===== src/rtl/sipo_pkg.sv =====
// rtl/sipo_pkg.sv - shared types and constants for the SIPO frame receiver
package sipo_pkg;

  typedef enum logic [1:0] {
    IDLE   = 2'd0,
    SHIFT  = 2'd1,
    PARITY = 2'd2
  } rx_state_t;

  localparam logic START_LEVEL = 1'b1;

endpackage


===== src/rtl/sipo_shift_en.sv =====
// rtl/sipo_shift_en.sv - N-bit serial-in/parallel-out register with shift enable
module sipo_shift_en #(
  parameter int N = 4
) (
  input  logic         clk,
  input  logic         rst,
  input  logic         shift_en,
  input  logic         serial_in,
  output logic [N-1:0] q_next
);

  logic [N-1:0] q;

  // Exposes the value the register takes at the coming edge, so the last
  // data bit can be captured into the holding register on the same edge.
  always_comb begin
    q_next = q;
    if (shift_en) begin
      q_next = {q[N-2:0], serial_in};
    end
  end

  always_ff @(posedge clk or posedge rst) begin
    if (rst) begin
      q <= '0;
    end else begin
      q <= q_next;
    end
  end

endmodule


===== src/rtl/sipo_rx_ctrl.sv =====
// rtl/sipo_rx_ctrl.sv - framed serial word receiver; SIPO_RX_PARITY_EN adds an even-parity bit
module sipo_rx_ctrl #(
  parameter int N = 4
) (
  input  logic         clk,
  input  logic         rst,
  input  logic         enable,
  input  logic         serial_in,
  input  logic         out_ready,
  input  logic         ovr_clr,
  output logic [N-1:0] data_out,
  output logic         out_valid,
  output logic         busy,
  output logic         overrun,
  output logic         parity_err
);

  import sipo_pkg::*;

  localparam int CNT_W = $clog2(N);

  rx_state_t        state_q;
  rx_state_t        state_d;
  logic [CNT_W-1:0] cnt_q;
  logic [CNT_W-1:0] cnt_d;
  logic             complete;
  logic             shift_en;
  logic             drop;
  logic [N-1:0]     word;

  assign shift_en = enable && (state_q == SHIFT);
  assign busy     = (state_q != IDLE);
  assign drop     = complete && out_valid && !out_ready;

  sipo_shift_en #(.N(N)) u_shift (
    .clk       (clk),
    .rst       (rst),
    .shift_en  (shift_en),
    .serial_in (serial_in),
    .q_next    (word)
  );

  always_comb begin
    state_d  = state_q;
    cnt_d    = cnt_q;
    complete = 1'b0;
    if (!enable) begin
      state_d = IDLE;
      cnt_d   = '0;
    end else begin
      case (state_q)
        IDLE: begin
          if (serial_in == START_LEVEL) begin
            state_d = SHIFT;
            cnt_d   = '0;
          end
        end
        SHIFT: begin
          if (cnt_q == CNT_W'(N - 1)) begin
            cnt_d = '0;
`ifdef SIPO_RX_PARITY_EN
            state_d = PARITY;
`else
            state_d  = IDLE;
            complete = 1'b1;
`endif
          end else begin
            cnt_d = cnt_q + CNT_W'(1);
          end
        end
`ifdef SIPO_RX_PARITY_EN
        PARITY: begin
          state_d  = IDLE;
          complete = 1'b1;
        end
`endif
        default: begin
          state_d = IDLE;
          cnt_d   = '0;
        end
      endcase
    end
  end

  always_ff @(posedge clk or posedge rst) begin
    if (rst) begin
      state_q <= IDLE;
      cnt_q   <= '0;
    end else begin
      state_q <= state_d;
      cnt_q   <= cnt_d;
    end
  end

  // A completed word is dropped only when the previous one is still pending.
  always_ff @(posedge clk or posedge rst) begin
    if (rst) begin
      data_out  <= '0;
      out_valid <= 1'b0;
    end else if (complete && !drop) begin
      data_out  <= word;
      out_valid <= 1'b1;
    end else if (out_valid && out_ready) begin
      out_valid <= 1'b0;
    end
  end

  always_ff @(posedge clk or posedge rst) begin
    if (rst) begin
      overrun <= 1'b0;
    end else if (drop) begin
      overrun <= 1'b1;
    end else if (ovr_clr) begin
      overrun <= 1'b0;
    end
  end

`ifdef SIPO_RX_PARITY_EN
  logic par_q;

  // In PARITY the register is not shifting, so word is the full data word.
  always_ff @(posedge clk or posedge rst) begin
    if (rst) begin
      par_q <= 1'b0;
    end else if (complete && !drop) begin
      par_q <= (^word) ^ serial_in;
    end
  end

  assign parity_err = par_q;
`else
  assign parity_err = 1'b0;
`endif

endmodule


===== config.mk =====
export PLATFORM = sky130hd
export DESIGN_NAME = sipo_rx_ctrl
export DESIGN_NICKNAME = d
export VERILOG_FILES = /design/src/rtl/sipo_pkg.sv /design/src/rtl/sipo_shift_en.sv /design/src/rtl/sipo_rx_ctrl.sv
export SDC_FILE = /design/constraint.sdc
export NUM_CORES = 1
export LEC_CHECK = 0
export ABC_AREA = 1
export CORE_MARGIN = 5
export CORE_UTILIZATION = 30
export CTS_CLUSTER_SIZE = 12
export DETAILED_ROUTE_END_ITERATION = 7
export PLACE_DENSITY_LB_ADDON = 0.3
export SYNTH_ARGS = -nofsm -noshare
export SYNTH_HDL_FRONTEND = slang
export SYNTH_HIERARCHICAL = 1
export SYNTH_SLANG_ARGS = --single-unit

===== constraint.sdc =====
create_clock -name clk -period 2.35 [get_ports clk]
set_input_delay 0.3525 -clock clk [delete_from_list [all_inputs] [get_ports clk]]
set_output_delay 0.3525 -clock clk [all_outputs]
set_load 0.02 [all_outputs]

==> flow_summary.toml, run 1 <==
[status]
status = "finished clean"

[placement]
io_buffers = 12
dpl-instance-area_um2 = 726.9
dp_hpwl_um = 839.7
place_congestion = 0.7317

[sta]
rsz0062_at_grt = "no"
finalSetupViolCount = 0
finalSetupTns_ns = 0
hold_viol = 0
fin_skew_ns = 0.001961
period_minus_slack_ns = 1.633
period_share = 0.6950
slew_viol_final = 0
fmax_mhz = 612.3

[global_route]
grt_pass1_vias = 438
grt_max_degree = 10
grt_pass1_wl_um = 1780
antenna_found_initial = 0
grt_overflow_total = 0
track_usage = 0.09028

[critical_path]
critical_path.slowest_cell = "clkdlybuf4s50_1"
crit_buf_inv = 1
critPathTopFamily = "buffers and inverters"
cp_cell_sequence = "clkdlybuf4s50_1"
crit_path_max_fanout = 3
crit_path_max_incr_delay_ns = 0.62
crit_path_end_kind = "output port"
worst_ep_arrival_time_ns = 1.28
setup.worst_path.start_class = "flop"
crit_required_ns = 2.00
path_class = "flop to output port"

[route]
via_per_inst = 4.215
vias = 451
drt_first_pass_iters = 4
drtAntennaViolNets = 0
wl_per_cell_um = 9.850
drt-total-wl_um = 1054
drc = 0
drt-initial-drc-count = 3

[clock_network]
clock_latency_ns = 0.27
path_clk_slew_ns = 0.08
cts_resized = 0
clock_sinks = 13
post_cts_buffers = 0
cts_tree = "done"
numCtsBuffers = 3
htree_levels = 1
holdBufCountCts = 0
clockBufferDepth = 2
cts_root_buffer = "clkbuf_4"

[worst_hold_path]
hp-class = "input pin to async pin"

[logic_synthesis]
synth_seq_area_share = 0.5603
ys_types = 13
syn_inst = 65
syn_area_um2 = 580.6
yosys_warnings = 6
ys_ff_latch = 13
syn_nets = 72
synth_area_per_cell_um2 = 8.932

[layout]
area.growth.synth_to_final_pct = 29.74
nets = 88
drive_gt1_frac = 0.1250
fill_cells = 203
stdcell_area_um2 = 753.2
n_antenna_cell = 0

[power_and_ir_drop]
leakage_nw = 0.4153
peakVddDrop_mv = 0.1771
power_density_nw_per_um2 = 631.5
total_power_w = 0.0004757

[die]
dieArea_um2 = 2915
rows = 16
io_pins = 14
core_um2 = 1902
initial_core_util = 0.3053
die_h_um = 53.99
die_width_um = 53.99

[flow_run]
drv_cap = 0
layer usage:
layer	GRT usage	wire length [um]	vias to the layer above
li1	-	-	228
met1	0.09444	437	215
met2	0.1391	542	6
met3	0.02216	46	2
met4	0.09959	27	0
met5	0	0	-
state kept, by name (all words and copies together) (netlist names):
| register | count |
|---|---|
| cnt_q | 2 |
| u_shift/q | 4 |
| state_q | 1 |
| out_valid | 1 |
| data_out | 4 |
| overrun | 1 |
power by group:
group / total, W / internal (W) / switching, W
combinational: 0.0000723 / 0.0000286 / 0.0000437
sequential: 0.000267 / 0.000252 / 0.0000148
clock: 0.000137 / 0.0000657 / 0.0000710
total: 0.000476 / 0.000346 / 0.000129
final cells by class:
| type | instances | area, um2 | share of cell area |
|---|---|---|---|
| clock buffer | 4 | 26.28 | 0.03488 |
| inverter | 9 | 33.78 | 0.04485 |
| multi-input combinational | 42 | 214.0 | 0.2841 |
| sequential | 13 | 325.3 | 0.4319 |
| tap | 27 | 33.78 | 0.04485 |
| timing repair buffer | 12 | 120.1 | 0.1595 |
cells in the final DEF (no fill, tap or decap):
| cell | count |
|---|---|
| nand3_1 | 5 |
| nand4_1 | 2 |
| ha_1 | 1 |
| conb_1 | 1 |
| nor2_8 | 1 |
| inv_1 | 7 |
| clkbuf_4 | 3 |
| nand2_2 | 1 |
| nand2_1 | 28 |
| clkbuf_1 | 1 |
| clkdlybuf4s50_1 | 12 |
| dfrtp_1 | 13 |
| nand2_4 | 1 |
| o21ai_2 | 2 |
| inv_2 | 2 |
Yosys cell counts, drive strengths merged:
| cell | count | share of area |
|---|---|---|
| inv | 9 | 0.058 |
| buf | 1 | 0.013 |
| nand3 | 5 | 0.043 |
| o21ai | 2 | 0.030 |
| conb | 1 | 0.0065 |
| nand2 | 30 | 0.21 |
| ha | 1 | 0.022 |
| dfrtp | 13 | 0.56 |
| nand4 | 2 | 0.022 |
| nor2 | 1 | 0.034 |
cells by family (layout without fill, tap and decap cells):
kind of cell / count (synthesis) / after routing / share of synthesized area
simple gates: 38 / 38 / 0.3103
other cells: 1 / 1 / 0.006459
buf+inv: 10 / 25 / 0.07114
compound gates: 2 / 2 / 0.03018
flops: 13 / 13 / 0.5603
fa+ha+maj: 1 / 1 / 0.02155
path summary, 6_finish.rpt:
kind	from	end	slack, ns	cells past startpoint
max in group asynchronous	rst	data_out[3]	1.72	2
min reg2reg	data_out[0]	data_out[0]	0.48	2
min in group clk	data_out[0]	data_out[0]	0.48	2
max reg2reg	cnt_q[0]	data_out[1]	1.22	6
min	rst	u_shift/q[2]	0.28	2
max	state_q[0]	busy	0.72	1
through the flow:
| step | utilization | hold slack (ns) | cells | setup WS [ns] |
|---|---|---|---|---|
| 6_report | 0.3961 | 0.2770 | 107 | 0.7167 |
| 5_1_grt | 0.3961 | 0.3059 | 107 | 0.6424 |
| 4_1_cts | 0.3961 | 0.2750 | 107 | 0.6951 |
| 3_5_place_dp | 0.3822 | 0.4622 | 103 | 0.7330 |
| 3_3_place_gp | 0.3822 | 0.4585 | 103 | 0.7586 |
| 2_1_floorplan | - | 0.1186 | 65 | 1.240 |
No activity file was read; power rests on OpenSTA's default activity.
==> run 2: changes to the inputs <==
clock period = 1.4 ns   (was 2.35 ns; I/O delays follow)
==> run 2 against run 1 <==
Against the previous run: global-route usage barely moved; sequential power rose by 68%; largest power group unchanged; register-to-register slack got worse by 0.95 ns; core utilization rose by 0.33 points; hold slack got worse by 0.14 ns; clock skew barely moved; combinational power rose by 70%; highest routed layer unchanged; worst setup slack got worse by 0.52 ns; clock power rose by 67%; clock-buffer cell count did not move.
==> flow_summary.toml, run 2 (synthesized netlist as in run 1, its figures left out) <==
[sta]
period_minus_slack_ns = 1.206
rsz0062_at_grt = "no"
fmax_mhz = 828.9
finalSetupViolCount = 0
finalSetupTns_ns = 0
hold_viol = 0
period_share = 0.8618
slew_viol_final = 0
fin_skew_ns = 0.002143

[worst_hold_path]
hp-class = "input pin to async pin"

[placement]
place_inst = 105
dp_hpwl_um = 858.8
place_congestion = 0.7950
io_buffers = 12
dpl-instance-area_um2 = 742.0

[route]
wl_per_cell_um = 9.495
drtAntennaViolNets = 0
via_per_inst = 4.183
drt-total-wl_um = 1035
drt-initial-drc-count = 11
drt_first_pass_iters = 4
drc = 0
vias = 456

[layout]
stdcell_count = 109
fill_cells = 203
ff_latch_area_um2 = 325.3
drive_gt1_frac = 0.1463
final_cell_mix = "nand2_1, dfrtp_1, inv_1, dlygate4sd2_1"
nets = 90
n_antenna_cell = 0
reg_top3 = "data_out (4), u_shift/q (4), cnt_q (2)"
multi_input_area_um2 = 214.0
stdcell_area_um2 = 759.5
area.growth.synth_to_final_pct = 30.82
fin_util = 0.3993
final_common_cell = "nand2_1"

[critical_path]
worst_ep_arrival_time_ns = 1.00
crit_path_end_kind = "output port"
crit_buf_inv = 1
crit_path_max_fanout = 3
critical_path.slowest_cell = "dfrtp_1"
crit_path_max_incr_delay_ns = 0.40
critPathTopFamily = "flip-flops"
cp_cell_sequence = "dlygate4sd2_1"
setup.worst_path.start_class = "flop"
reg2reg_slack_ns = 0.27
crit_required_ns = 1.19
path_class = "flop to output port"

[clock_network]
numCtsBuffers = 3
clock_sinks = 13
htree_levels = 1
cts_root_buffer = "clkbuf_4"
path_clk_slew_ns = 0.08
cts_tree = "done"
clock_latency_ns = 0.27
clockBufferDepth = 2

[power_and_ir_drop]
peakVddDrop_mv = 0.4490
total_power_w = 0.0008014
leakage_nw = 0.4572
power_density_nw_per_um2 = 1055

[flow_run]
drv_cap = 0

[global_route]
track_usage = 0.08981
grt_pass1_vias = 464
antenna_found_initial = 0
grt_overflow_total = 0
grt_max_degree = 10
grt_pass1_wl_um = 1890

[die]
die_width_um = 53.99
dieArea_um2 = 2915
die_h_um = 53.99
initial_core_util = 0.3053
core_um2 = 1902
rows = 16
io_pins = 14

[status]
status = "finished clean"
## run 2: cell types whose count changed in the layout (fill, tap and decap cells not counted)
cell	delta
dlygate4sd2_1	+7
clkdlybuf4s50_1	-7
buf_4	+2
## run 2: where the power goes
group	total, W	internal, W	switching, W	leakage [nW]
Combinational	0.000123	0.0000480	0.0000752	0.267
Sequential	0.000449	0.000423	0.0000262	0.175
Clock	0.000229	0.000110	0.000119	0.0150
## run 2: cell type report
cell class / instances / share of cell area
Timing Repair Buffer: 14 / 0.1664
Tap cell: 27 / 0.04448
Inverter: 9 / 0.04448
Sequential cell: 13 / 0.4283
Clock buffer: 4 / 0.03460
Multi-Input combinational cell: 42 / 0.2817
## run 2: stage by stage
step | setup WS (ns) | hold WS [ns]
final | 0.1935 | 0.1411
after CTS | 0.1794 | 0.1420
after global routing | 0.1377 | 0.1706
after floorplan | 0.2903 | -0.02392
after detailed placement | 0.01932 | 0.4349
after global placement | 0.04971 | 0.4345
## run 2: path summary, 6_finish.rpt
path                        startpoint            to  cells after the start
min reg2reg                data_out[0]   data_out[0]                      2
min in group clk           data_out[0]   data_out[0]                      2
max reg2reg                   cnt_q[0]   data_out[1]                      6
max                         state_q[0]          busy                      1
max in group asynchronous          rst       overrun                      2
min                                rst  u_shift/q[3]                      2
## run 2: what timing repair did
item,4_1_cts,5_1_grt
endpoints found under the setup margin,7,0
setup buffers,0,0
hold buffers,0,0
resized for setup,7,0
## run 2: layer usage
| layer | global-route usage | share of wire |
|---|---|---|
| met4 | 0.07469 | 0.026 |
| met5 | 0 | 0 |
| met2 | 0.1351 | 0.49 |
| met1 | 0.1134 | 0.46 |
| met3 | 0.01108 | 0.024 |
